<file path="src/rtl/hazard_ctrl_if.sv">
// ---------------------------------------------------------------------------
// hazard_ctrl_if
//
// Bundles the signals exchanged between the 5-stage pipeline datapath and the
// hazard/sequencing controller.
//
// Parameters:
//   REG_W : register index width
//   CNT_W : performance counter width
//
// Signal groups:
//   ID stage   : id_valid, id_rs1, id_rs2, id_use_rs1, id_use_rs2, id_is_md
//   EX stage   : ex_valid, ex_is_load, ex_rd, ex_redirect
//   mul/div    : md_done (in), md_start / md_abort (out), md_timeout (out)
//   pipeline   : pc_en, ifid_stall, ifid_flush, idex_flush
//   status     : state, stall_cnt, flush_cnt
//
// Modports:
//   master : pipeline/datapath side, drives hazard information
//   slave  : controller side, drives the pipeline controls
// ---------------------------------------------------------------------------
interface hazard_ctrl_if #(
  parameter int REG_W = 5,
  parameter int CNT_W = 32
);

  logic             id_valid;
  logic [REG_W-1:0] id_rs1;
  logic [REG_W-1:0] id_rs2;
  logic             id_use_rs1;
  logic             id_use_rs2;
  logic             id_is_md;

  logic             ex_valid;
  logic             ex_is_load;
  logic [REG_W-1:0] ex_rd;
  logic             ex_redirect;

  logic             md_done;

  logic             pc_en;
  logic             ifid_stall;
  logic             ifid_flush;
  logic             idex_flush;
  logic             md_start;
  logic             md_abort;
  logic             md_timeout;
  logic [1:0]       state;
  logic [CNT_W-1:0] stall_cnt;
  logic [CNT_W-1:0] flush_cnt;

  modport master (
    output id_valid, id_rs1, id_rs2, id_use_rs1, id_use_rs2, id_is_md,
    output ex_valid, ex_is_load, ex_rd, ex_redirect,
    output md_done,
    input  pc_en, ifid_stall, ifid_flush, idex_flush,
    input  md_start, md_abort, md_timeout,
    input  state, stall_cnt, flush_cnt
  );

  modport slave (
    input  id_valid, id_rs1, id_rs2, id_use_rs1, id_use_rs2, id_is_md,
    input  ex_valid, ex_is_load, ex_rd, ex_redirect,
    input  md_done,
    output pc_en, ifid_stall, ifid_flush, idex_flush,
    output md_start, md_abort, md_timeout,
    output state, stall_cnt, flush_cnt
  );

endinterface

</file>
<file path="src/rtl/hazard_ctrl.sv">
// ---------------------------------------------------------------------------
// hazard_ctrl
//
// Pipeline hazard and sequencing controller for the 5-stage core. Resolves
// EX-stage branch redirects, load-use dependencies and multi-cycle mul/div
// occupancy by driving PC enable, IF/ID stall/flush and ID/EX bubble
// insertion. Keeps saturating stall and flush cycle counters.
//
// Parameters:
//   REG_W         : register index width
//   CNT_W         : performance counter width
//   REDIR_BUBBLES : extra IF/ID flush cycles after a redirect (1..7)
//   MD_TIMEOUT    : maximum MD_WAIT cycles before the watchdog fires
//
// Ports:
//   clk   : clock, rising edge
//   reset : asynchronous reset, active low
//   bus   : hazard_ctrl_if slave modport (hazard inputs, pipeline controls,
//           mul/div handshake, state and performance counters)
//
// Pipeline controls are combinational from the registered state and the
// current inputs, so every hazard response lands in the detection cycle.
// ---------------------------------------------------------------------------
module hazard_ctrl #(
  parameter int REG_W         = 5,
  parameter int CNT_W         = 32,
  parameter int REDIR_BUBBLES = 1,
  parameter int MD_TIMEOUT    = 64
) (
  input  logic         clk,
  input  logic         reset,
  hazard_ctrl_if.slave bus
);

  typedef enum logic [1:0] {
    RUN     = 2'd0,
    REDIR   = 2'd1,
    MD_WAIT = 2'd2
  } state_t;

  localparam int              WD_W     = $clog2(MD_TIMEOUT + 1);
  localparam logic [2:0]      BUB_LOAD = 3'(REDIR_BUBBLES);
  // The watchdog holds the number of MD_WAIT cycles already completed, so the
  // MD_TIMEOUT-th waiting cycle is the one that sees MD_TIMEOUT-1.
  localparam logic [WD_W-1:0] WD_LAST  = WD_W'(MD_TIMEOUT - 1);

  state_t           state_q;
  state_t           state_d;
  logic [2:0]       bub_q;
  logic [2:0]       bub_d;
  logic [WD_W-1:0]  wd_q;
  logic [WD_W-1:0]  wd_d;
  logic             tmo_q;
  logic             tmo_d;
  logic [CNT_W-1:0] stall_q;
  logic [CNT_W-1:0] flush_q;

  logic redir;
  logic lu;
  logic rs1_hit;
  logic rs2_hit;

  logic pc_en_c;
  logic stall_c;
  logic flush_c;
  logic idex_c;
  logic start_c;
  logic abort_c;

  logic pc_en_o;
  logic stall_o;
  logic flush_o;
  logic idex_o;
  logic start_o;
  logic abort_o;

  // Hazard detection terms
  assign redir   = bus.ex_valid & bus.ex_redirect;
  assign rs1_hit = bus.id_use_rs1 & (bus.id_rs1 == bus.ex_rd);
  assign rs2_hit = bus.id_use_rs2 & (bus.id_rs2 == bus.ex_rd);
  assign lu      = bus.ex_valid & bus.ex_is_load & (bus.ex_rd != '0) &
                   bus.id_valid & (rs1_hit | rs2_hit);

  // Next state and raw controls. Redirect beats mul/div, which beats
  // load-use. REDIR ignores ID-stage hazards because IF/ID is being flushed.
  always_comb begin
    state_d = state_q;
    bub_d   = bub_q;
    wd_d    = wd_q;
    tmo_d   = tmo_q;
    pc_en_c = 1'b1;
    stall_c = 1'b0;
    flush_c = 1'b0;
    idex_c  = 1'b0;
    start_c = 1'b0;
    abort_c = 1'b0;

    case (state_q)
      RUN: begin
        if (redir) begin
          flush_c = 1'b1;
          idex_c  = 1'b1;
          state_d = REDIR;
          bub_d   = BUB_LOAD;
        end else if (bus.id_valid && bus.id_is_md) begin
          start_c = 1'b1;
          pc_en_c = 1'b0;
          stall_c = 1'b1;
          idex_c  = 1'b1;
          state_d = MD_WAIT;
          wd_d    = '0;
        end else if (lu) begin
          // One bubble is enough: the load leaves EX on the next edge.
          pc_en_c = 1'b0;
          stall_c = 1'b1;
          idex_c  = 1'b1;
        end
      end

      REDIR: begin
        flush_c = 1'b1;
        if (redir) begin
          idex_c = 1'b1;
          bub_d  = BUB_LOAD;
        end else begin
          bub_d = bub_q - 3'd1;
          if (bub_q <= 3'd1) begin
            state_d = RUN;
          end
        end
      end

      MD_WAIT: begin
        if (redir) begin
          abort_c = 1'b1;
          flush_c = 1'b1;
          idex_c  = 1'b1;
          state_d = REDIR;
          bub_d   = BUB_LOAD;
        end else if (bus.md_done) begin
          // Release with everything at default so the md op advances.
          state_d = RUN;
        end else if (wd_q == WD_LAST) begin
          abort_c = 1'b1;
          tmo_d   = 1'b1;
          state_d = RUN;
        end else begin
          pc_en_c = 1'b0;
          stall_c = 1'b1;
          idex_c  = 1'b1;
          wd_d    = wd_q + 1'b1;
        end
      end

      default: begin
        state_d = RUN;
      end
    endcase
  end

  // While reset is held the pipeline is kept frozen and filled with bubbles.
  // No md_abort here: the mul/div unit shares this reset.
  always_comb begin
    pc_en_o = pc_en_c;
    stall_o = stall_c & ~flush_c;
    flush_o = flush_c;
    idex_o  = idex_c;
    start_o = start_c;
    abort_o = abort_c;
    if (!reset) begin
      pc_en_o = 1'b0;
      stall_o = 1'b0;
      flush_o = 1'b1;
      idex_o  = 1'b1;
      start_o = 1'b0;
      abort_o = 1'b0;
    end
  end

  // State, bubble counter, watchdog and sticky timeout flag
  always_ff @(posedge clk or negedge reset) begin
    if (!reset) begin
      state_q <= RUN;
      bub_q   <= '0;
      wd_q    <= '0;
      tmo_q   <= 1'b0;
    end else begin
      state_q <= state_d;
      bub_q   <= bub_d;
      wd_q    <= wd_d;
      tmo_q   <= tmo_d;
    end
  end

  // Saturating performance counters
  always_ff @(posedge clk or negedge reset) begin
    if (!reset) begin
      stall_q <= '0;
      flush_q <= '0;
    end else begin
      if (stall_o && !(&stall_q)) begin
        stall_q <= stall_q + 1'b1;
      end
      if (flush_o && !(&flush_q)) begin
        flush_q <= flush_q + 1'b1;
      end
    end
  end

  assign bus.pc_en      = pc_en_o;
  assign bus.ifid_stall = stall_o;
  assign bus.ifid_flush = flush_o;
  assign bus.idex_flush = idex_o;
  assign bus.md_start   = start_o;
  assign bus.md_abort   = abort_o;
  assign bus.md_timeout = tmo_q;
  assign bus.state      = state_q;
  assign bus.stall_cnt  = stall_q;
  assign bus.flush_cnt  = flush_q;

endmodule
</file>
<file path="src/flat_wrapper.sv">
// flat-port wrapper written by rule: the top's interface ports become plain ports
module hazard_ctrl_flat 
#(
  parameter int REG_W         = 5,
  parameter int CNT_W         = 32,
  parameter int REDIR_BUBBLES = 1,
  parameter int MD_TIMEOUT    = 64
)
  (clk, reset, bus_id_valid, bus_id_rs1, bus_id_rs2, bus_id_use_rs1, bus_id_use_rs2, bus_id_is_md, bus_ex_valid, bus_ex_is_load, bus_ex_rd, bus_ex_redirect, bus_md_done, bus_pc_en, bus_ifid_stall, bus_ifid_flush, bus_idex_flush, bus_md_start, bus_md_abort, bus_md_timeout, bus_state, bus_stall_cnt, bus_flush_cnt);
  hazard_ctrl_if #(.REG_W(REG_W), .CNT_W(CNT_W)) bus_i ();
  input  logic clk;
  input  logic reset;
  input wire logic [$bits(bus_i.id_valid)-1:0] bus_id_valid;
  input wire logic [$bits(bus_i.id_rs1)-1:0] bus_id_rs1;
  input wire logic [$bits(bus_i.id_rs2)-1:0] bus_id_rs2;
  input wire logic [$bits(bus_i.id_use_rs1)-1:0] bus_id_use_rs1;
  input wire logic [$bits(bus_i.id_use_rs2)-1:0] bus_id_use_rs2;
  input wire logic [$bits(bus_i.id_is_md)-1:0] bus_id_is_md;
  input wire logic [$bits(bus_i.ex_valid)-1:0] bus_ex_valid;
  input wire logic [$bits(bus_i.ex_is_load)-1:0] bus_ex_is_load;
  input wire logic [$bits(bus_i.ex_rd)-1:0] bus_ex_rd;
  input wire logic [$bits(bus_i.ex_redirect)-1:0] bus_ex_redirect;
  input wire logic [$bits(bus_i.md_done)-1:0] bus_md_done;
  output wire logic [$bits(bus_i.pc_en)-1:0] bus_pc_en;
  output wire logic [$bits(bus_i.ifid_stall)-1:0] bus_ifid_stall;
  output wire logic [$bits(bus_i.ifid_flush)-1:0] bus_ifid_flush;
  output wire logic [$bits(bus_i.idex_flush)-1:0] bus_idex_flush;
  output wire logic [$bits(bus_i.md_start)-1:0] bus_md_start;
  output wire logic [$bits(bus_i.md_abort)-1:0] bus_md_abort;
  output wire logic [$bits(bus_i.md_timeout)-1:0] bus_md_timeout;
  output wire logic [$bits(bus_i.state)-1:0] bus_state;
  output wire logic [$bits(bus_i.stall_cnt)-1:0] bus_stall_cnt;
  output wire logic [$bits(bus_i.flush_cnt)-1:0] bus_flush_cnt;
  assign bus_i.id_valid = bus_id_valid;
  assign bus_i.id_rs1 = bus_id_rs1;
  assign bus_i.id_rs2 = bus_id_rs2;
  assign bus_i.id_use_rs1 = bus_id_use_rs1;
  assign bus_i.id_use_rs2 = bus_id_use_rs2;
  assign bus_i.id_is_md = bus_id_is_md;
  assign bus_i.ex_valid = bus_ex_valid;
  assign bus_i.ex_is_load = bus_ex_is_load;
  assign bus_i.ex_rd = bus_ex_rd;
  assign bus_i.ex_redirect = bus_ex_redirect;
  assign bus_i.md_done = bus_md_done;
  assign bus_pc_en = bus_i.pc_en;
  assign bus_ifid_stall = bus_i.ifid_stall;
  assign bus_ifid_flush = bus_i.ifid_flush;
  assign bus_idex_flush = bus_i.idex_flush;
  assign bus_md_start = bus_i.md_start;
  assign bus_md_abort = bus_i.md_abort;
  assign bus_md_timeout = bus_i.md_timeout;
  assign bus_state = bus_i.state;
  assign bus_stall_cnt = bus_i.stall_cnt;
  assign bus_flush_cnt = bus_i.flush_cnt;
  hazard_ctrl #(.REG_W(REG_W), .CNT_W(CNT_W), .REDIR_BUBBLES(REDIR_BUBBLES), .MD_TIMEOUT(MD_TIMEOUT)) u_core (.clk(clk), .reset(reset), .bus(bus_i));
endmodule
</file>
<file path="config.mk">
export PLATFORM = sky130hd
export DESIGN_NAME = hazard_ctrl_flat
export DESIGN_NICKNAME = d
export VERILOG_FILES = /design/src/rtl/hazard_ctrl_if.sv /design/src/rtl/hazard_ctrl.sv /design/src/flat_wrapper.sv
export SDC_FILE = /design/constraint.sdc
export NUM_CORES = 1
export LEC_CHECK = 0
export CAP_MARGIN = 30
export CORE_ASPECT_RATIO = 1.1
export CORE_MARGIN = 8
export CORE_UTILIZATION = 54
export DETAILED_ROUTE_END_ITERATION = 7
export PLACE_DENSITY = 0.93
export SYNTH_ARGS = -nofsm -noshare
export SYNTH_HDL_FRONTEND = slang
export SYNTH_SLANG_ARGS = --single-unit
</file>
<file path="constraint.sdc">
create_clock -name clk -period 6.2 [get_ports clk]
set_input_delay 1.24 -clock clk [delete_from_list [all_inputs] [get_ports clk]]
set_output_delay 1.24 -clock clk [all_outputs]
set_load 0.02 [all_outputs]
</file>
# == After elaboration in Yosys (flattened, before gate mapping) ==
# Index checks and enable logic that the tools add are counted.
# totals
in_bits,25
elab_cells,102
ff_bits,77
# classes
add_sub_neg,4
n_eq_ne,15
n_bitwise,12
n_lt_le_gt_ge,1
n_mux,48
n_reduce_logical,16
# ops
cell,count
$add 32x1->32 const B,2
$reduce_and 32->1,2
$mux 7,5
$mux 1,27
$mux 2,7
$pmux 7 s2,1
$eq 5x5->1,2
$ne 2x2->1 const B,5
$and 1x1->1,8
$reduce_and 4->1,2
$add 7x1->7 const B,1
$eq 7x6->1 const B,1
$mux 3,2
$ne 2x1->1 const B,3
$pmux 1 s2,3
$pmux 2 s3,1
$pmux 3 s2,1
$reduce_and 6->1,1
$reduce_bool 5->1,1
$ne 4x2->1 const B,1
$reduce_bool 2->1,2
$le 3x1->1 const B,1
$logic_and 1x1->1,3
$ne 3x1->1 const B,1
10 further kinds,13

# == Longest topological paths before layout ==
# Gate-level depths: netlist of run 1.
# depth
depth_word,11
depth_mapped,9

# == Worst setup path before layout of run 1 ==
# Ideal clock, no wire load.
# synth_path
path_type,input-to-output
startpoint,in bus_ex_rd[1]
endpoint,out bus_pc_en
n_path_buf,0
arrival_ns,2.586
path_slack_ns,2.374
t_required_ns,4.960
path_stages,6
cell_sequence,or4_1 nor2_1 nor2_1 a211oi_1 a211oi_1 nor2b_1
# synth_between
elab_chain_cells,9
# synth_rtl
element,line_no,text
start: declaration,flat_wrapper.sv:21,input wire logic [$bits(bus_i.ex_rd)-1:0] bus_ex_rd;
"$eq 5x5->1, or another cell as far along",hazard_ctrl.sv:79,assign rs1_hit = bus.id_use_rs1 & (bus.id_rs1 == bus.ex_rd);
"$and 1x1->1, on equally long branches","hazard_ctrl.sv:79, hazard_ctrl.sv:80, hazard_ctrl.sv:81",
$or 1x1->1 or $and 1x1->1 (tied branches),"hazard_ctrl.sv:82, hazard_ctrl.sv:81",
$and 1x1->1 (*),hazard_ctrl.sv:82,bus.id_valid & (rs1_hit | rs2_hit);
$mux 1 (*),hazard_ctrl.sv:112,end else if (lu) begin
$mux 1 (*),hazard_ctrl.sv:105,end else if (bus.id_valid && bus.id_is_md) begin
$mux 1 (*),hazard_ctrl.sv:100,if (redir) begin
$pmux 1 s2 (*),hazard_ctrl.sv:98,case (state_q)
$mux 1 (*),hazard_ctrl.sv:170,if (!reset) begin
end: declaration,flat_wrapper.sv:24,output wire logic [$bits(bus_i.pc_en)-1:0] bus_pc_en;
# Mark *: on every way between the ends. The rest lies on a longest branch, timed or not.

# == Final worst setup path of run 1 ==
# Same ends and word-level chain as after synthesis.

==> out/metrics.cfg, run 1 <==
[layout]
area_growth_pct = 30.2
layout-drive-gt1-share = 0.0817
diodes = 0
finalNetCount = 529
final_util = 0.719
stdcell_count = 589

[logic_synthesis]
yosysWarnings = 0
synth_edf_count = 0
synth_cell_types = 47
ys_seq_area_frac = 0.472
synth_fp_nets = 430
synth_flop_cell = dfrtp_1
synthesis.area_um2 = 4090
synth_cells = 400
syn_area_per_cell_um2 = 10.2
synth-seq-cells = 77
synthArstFlopShare = 1.00

[sta]
skew_ps = 14.3
setup_slack_ps = 1340
fmaxAchievable_mhz = 206
drv_slew = 0
finalHoldViolCount = 0
slew_headroom = 0.440
totalNegativeSetupSlack_ps = 0
finalSetupViolCount = 0
rsz0062_at_grt = no
tightest_slew_ps = 841
finalCritPeriodShare = 0.784
period_needed_ps = 4860

[grt]
grt_pass1_wl_um = 17000
overflow = 0
antenna_found_initial = 0
grt_pass1_vias = 3500
track_usage = 0.197
grt_start_max_net_pins = 69

[floorplan]
die_w_um = 98.9
coreArea_um2 = 7390
rows = 33
start_util = 0.553
io_pins = 98
die-area_um2 = 10600
die_h_um = 107

[status]
status = complete, no violations

[critical_path]
cp_max_fo = 3
cpPeakStageDelay_ps = 630
r2r_start = u_core.bus.state[1]$_DFFE_PN0P_
crit_path_end_kind = output pin
critPathLaunchType = input pin
cp_top_family = buffers and inverters
crit_start = bus_ex_rd[1]
cp_cell_sequence = clkdlybuf4s50_1, or4_1, nor2_1, nor2_1, a211oi_1, a211oi_1, nor2b_1, clkdlybuf4s50_1
required_ps = 4960
critPathArrivalTime_ps = 3620
cp.depth = 8
reg2reg_slack_ps = 3570
crit_slowest_cell = clkdlybuf4s50_1
worstSetupPathType = input pin to output pin
worst-path-buf-inv = 2
rr_worst_depth = 6
r2r_end = u_core.bus.flush_cnt[31]$_DFFE_PN0P_
cp-endpoint = bus_pc_en

[clock_tree]
clk_latency_ps = 340
holdBufCountCts = 0
cts.sinks = 77
cts_buffer_depth = 2
htreeDepth = 3
clk_pin_slew_ps = 70
cts_tree = yes
cts_resized = 0
post_cts_buffers = 0
root_buffer = clkbuf_8
cts_buffers = 9

[detailed_routing]
remaining_drc_errors = 0
postRouteAntennaNets = 0
wl_um = 10200
vias_per_cell = 5.86
vias = 3452
dr.pass1.iters = 4
wl_per_cell_um = 17.3
drtIter0Drc = 159

[place]
pre_cts_slack_ps = 1340
portBuffers = 97
dp_hpwl_um = 7420
dpl.cell_count = 574
gp_congestion = 0.822

[job]
maxCapViolations = 0

[power_and_ir_drop]
p_leak_nw = 2.30
ir_worst_vdd_v = 0.000255
power_per_cell_area_nw_per_um2 = 260

[hold_path]
hp-class = flop to flop
hold_start = u_core.bus.md_timeout$_DFFE_PN0P_

==> final cells by class <==
| class | instances | area, µm² |
|---|---|---|
| timing repair buffer | 100 | 1010 |
| sequential | 77 | 1930 |
| tap | 87 | 109 |
| fill | 550 | 2070 |
| clock inverter | 4 | 48.8 |
| clock buffer | 10 | 138 |
| inverter | 8 | 30.0 |
| multi-input combinational | 303 | 2060 |
==> worst min path at each step <==
stage	end	slack [ps]	cells after the start
after global routing	u_core.bus.md_timeout$_DFFE_PN0P_	510	1
after CTS	u_core.bus.md_timeout$_DFFE_PN0P_	490	1
final	u_core.bus.md_timeout$_DFFE_PN0P_	480	1
after global placement	u_core.bus.md_timeout$_DFFE_PN0P_	470	1
after detailed placement	u_core.bus.md_timeout$_DFFE_PN0P_	480	1
after floorplan	u_core.wd_q[6]$_DFFE_PN0P_	470	2
==> power by group <==
part           switching [mW]  total [mW]  internal (mW)
combinational           0.190       0.367          0.177
sequential             0.0820       0.642          0.560
clock                   0.178       0.371          0.193
==> per-layer routing <==
layer	track usage	wire [µm]	vias up
li1	-	-	1620
met1	0.227	4000	1700
met2	0.342	5400	121
met3	0.0603	613	11
met4	0.0637	161	0
met5	0	0	-
==> layout by cell type (no fill, tap or decap), types with 10 or more instances in the layout <==
cell type,instances
nor3_1,20
nor4_2,11
and3_1,11
dfrtp_1,77
nand2_1,42
xnor2_1,37
nor2_1,24
clkbuf_8,10
nand3_1,23
clkdlybuf4s50_1,96
xor2_1,38
nand4_1,26
==> per-stage QoR <==
| stage | cell area [µm²] | hold WS (ps) | power [mW] |
|---|---|---|---|
| detailed placement | 5110 | 476 | 1.02 |
| global placement | 5110 | 472 | 1.00 |
| global route | 5320 | 508 | 1.45 |
| floorplan | 4090 | 466 | 0.849 |
| finish | 5320 | 479 | 1.38 |
| CTS | 5290 | 494 | 1.39 |
==> synth_stat cells, types with 3 or more instances <==
cell,count,area [µm²]
nand3_1,23,115
buf_6,3,33.8
nor3_1,20,100
a21oi_1,7,35.0
a22o_1,4,35.0
or4_1,4,30.0
nand2_1,42,158
ha_1,5,62.6
xnor2_1,37,324
nor2b_1,4,25.0
and4_1,5,43.8
and3_1,11,68.8
o21ai_0,6,30.0
inv_1,7,26.3
dfrtp_1,77,1930
nor4_2,11,138
clkbuf_1,6,22.5
nand4_1,26,163
xor2_1,38,333
nor4b_2,3,45.0
a211oi_1,3,22.5
nand2b_1,3,18.8
buf_2,3,15.0
nor2_1,24,90.1
==> cells by family after synthesis <==
family,after synthesis,synth area share
AOI/OAI and AO/OA,32,0.0530
and+or+nand+nor,188,0.266
buffers and inverters,20,0.0248
DFF,77,0.472
muxes,3,0.00796
xor gates and xnor gates,75,0.161
adders and majority gates,5,0.0153
==> flip-flops by register name (all words and copies together) (netlist names) <==
signal and count:
u_core.bub_q 3, u_core.bus.stall_cnt 32, u_core.bus.state 2, u_core.wd_q 7, u_core.bus.md_timeout 1, u_core.bus.flush_cnt 32
Power figures use the tool's default switching activity.
==> inputs of run 2 (changes only) <==
--- a/config.mk
+++ b/config.mk
@@ -8,9 +8,9 @@
 export CAP_MARGIN = 30
 export CORE_ASPECT_RATIO = 1.1
 export CORE_MARGIN = 8
-export CORE_UTILIZATION = 54
+export CORE_UTILIZATION = 50
 export DETAILED_ROUTE_END_ITERATION = 7
-export PLACE_DENSITY = 0.93
+export PLACE_DENSITY = 0.87
 export SYNTH_ARGS = -nofsm -noshare
 export SYNTH_HDL_FRONTEND = slang
 export SYNTH_SLANG_ARGS = --single-unit
==> constraint.sdc (replaced) <==
create_clock -name clk -period 4.5 [get_ports clk]
set_input_delay 0.9 -clock clk [delete_from_list [all_inputs] [get_ports clk]]
set_output_delay 0.9 -clock clk [all_outputs]
set_load 0.02 [all_outputs]
==> run 2 against run 1 <==
Via count increased by 0.41%. Global-route usage decreased by 1.7 points. Sequential power increased by 38%. Non-clock buffer count increased by 1. Critical endpoint unchanged. First-iteration DRC count increased by 13%. Hold slack got worse by 130 ps. Die area increased by 6.7%. Clock power increased by 57%. Sequential cell count unchanged. Combinational power increased by 38%. Power increased by 43%. Cell count increased by 4.1%.
==> out/metrics.cfg, run 2 (synthesized netlist as in run 1, its figures left out) <==
[critical_path]
reg2reg_slack_ps = 1840
cp_top_family = buffers and inverters
rr_worst_depth = 6
r2r_end = u_core.bus.flush_cnt[23]$_DFFE_PN0P_
cp_cell_sequence = clkdlybuf4s50_1, or4_1, nor2_1, nor2_1, a211oi_1, a211oi_1, nor2b_1, clkdlybuf4s50_1
worstSetupPathType = input pin to output pin
r2r_start = u_core.bus.state[1]$_DFFE_PN0P_
crit_start = bus_ex_rd[1]
required_ps = 3600
crit_slowest_cell = clkdlybuf4s50_1
critPathLaunchType = input pin
crit_path_end_kind = output pin
worst-path-buf-inv = 2
cp_max_fo = 3
critPathArrivalTime_ps = 3260
cpPeakStageDelay_ps = 620

[layout]
area_growth_pct = 32.0
final_cell_mix = clkdlybuf4s50_1 (96), dfrtp_1 (77), nand2_1 (42), xor2_1 (38), xnor2_1 (37)
layout-drive-gt1-share = 0.0851
design_area_um2 = 5390
finalNetCount = 530
diodes = 0
layout_commonest_cell = clkdlybuf4s50_1
final_util = 0.682

[sta]
skew_ps = 13.4
rsz0062_at_grt = no
totalNegativeSetupSlack_ps = 0
drv_slew = 0
period_needed_ps = 4160
slew_headroom = 0.476
finalCritPeriodShare = 0.926
tightest_slew_ps = 778
finalSetupViolCount = 0
whs_ps = 347
finalHoldViolCount = 0
fmaxAchievable_mhz = 240

[hold_path]
hp-class = input pin to asynchronous set/reset pin

[grt]
grt_start_max_net_pins = 77
antenna_found_initial = 0
grt_pass1_wl_um = 16600
grt_pass1_vias = 3509
overflow = 0
track_usage = 0.180

[status]
status = complete, no violations

[job]
maxCapViolations = 0

[floorplan]
rows = 34
die-area_um2 = 11300
die_w_um = 102
io_pins = 98
coreArea_um2 = 7910
start_util = 0.516
die_h_um = 111

[clock_tree]
post_cts_buffers = 0
clk_pin_slew_ps = 80
cts_tree = yes
cts_buffers = 9
htreeDepth = 3
cts_buffer_depth = 2
cts.sinks = 77
cts_resized = 0
holdBufCountCts = 0
clk_latency_ps = 350
root_buffer = clkbuf_8

[power_and_ir_drop]
p_leak_nw = 2.31
ir_worst_vdd_v = 0.000315
power_per_cell_area_nw_per_um2 = 366

[place]
dpl-instance-area_um2 = 5140
portBuffers = 97
dp_hpwl_um = 7350
gp_congestion = 0.799

[detailed_routing]
top_layer = met4
wl_met1_um = 4100
dr.pass1.iters = 4
wl_met2_um = 5140
postRouteAntennaNets = 0
wl_met3_um = 520
vias = 3466
remaining_drc_errors = 0
vias_per_cell = 5.65
wl_um = 9910
wl_per_cell_um = 16.2
drtIter0Drc = 180

run 2: cell count changes in the layout (fill, tap and decap cells not counted):
cell	delta
clkinv_2	-2
bufinv_16	+1
clkbuf_16	-1
buf_4	+1
clkbuf_1	+1
clkinv_4	+1
buf_16	+1
clkinvlp_4	+2
inv_6	-1
run 2: worst register-to-register path, stage by stage, from the launching register on:
cell and delay [ps]:
dfrtp_1 590, and2_1 270, o21ai_1 410, nand3_1 240
a211oi_1 670, nand4_1 210, xnor2_1 170
run 2: routing by layer:
| layer | vias to the layer above | GRT usage |
|---|---|---|
| met4 | 0 | 0.0676 |
| met2 | 91 | 0.303 |
| met5 | - | 0 |
| met3 | 12 | 0.0371 |
| li1 | 1622 | - |
| met1 | 1741 | 0.216 |
run 2: worst max path at each step:
| stage | end | cells past startpoint | slack [ps] |
|---|---|---|---|
| CTS | bus_pc_en | 8 | 340 |
| detailed placement | bus_pc_en | 8 | 360 |
| global route | bus_pc_en | 8 | 150 |
| floorplan | bus_pc_en | 6 | 1350 |
| finish | bus_pc_en | 8 | 340 |
| global placement | bus_pc_en | 8 | 370 |
run 2: layout make-up:
| class | count | area, µm² |
|---|---|---|
| Clock buffer | 11 | 141 |
| Fill cell | 613 | 2520 |
| Inverter | 8 | 30.0 |
| Sequential cell | 77 | 1930 |
| Clock inverter | 5 | 83.8 |
| Tap cell | 108 | 135 |
| Multi-Input combinational cell | 303 | 2060 |
| Timing Repair Buffer | 101 | 1020 |
run 2: power by group:
part / internal, mW / total [mW] / leakage (nW) / switching [mW]
Combinational: 0.247 / 0.508 / 1.17 / 0.261
Clock: 0.329 / 0.582 / 0.106 / 0.253
Sequential: 0.772 / 0.885 / 1.04 / 0.113
run 2: per-stage QoR:
stage	instances	total power, mW	worst slack, ps
floorplan	400	1.17	1350
global placement	596	1.38	370
detailed placement	596	1.41	357
CTS	612	1.99	343
global route	613	2.08	145
finish	613	1.97	335
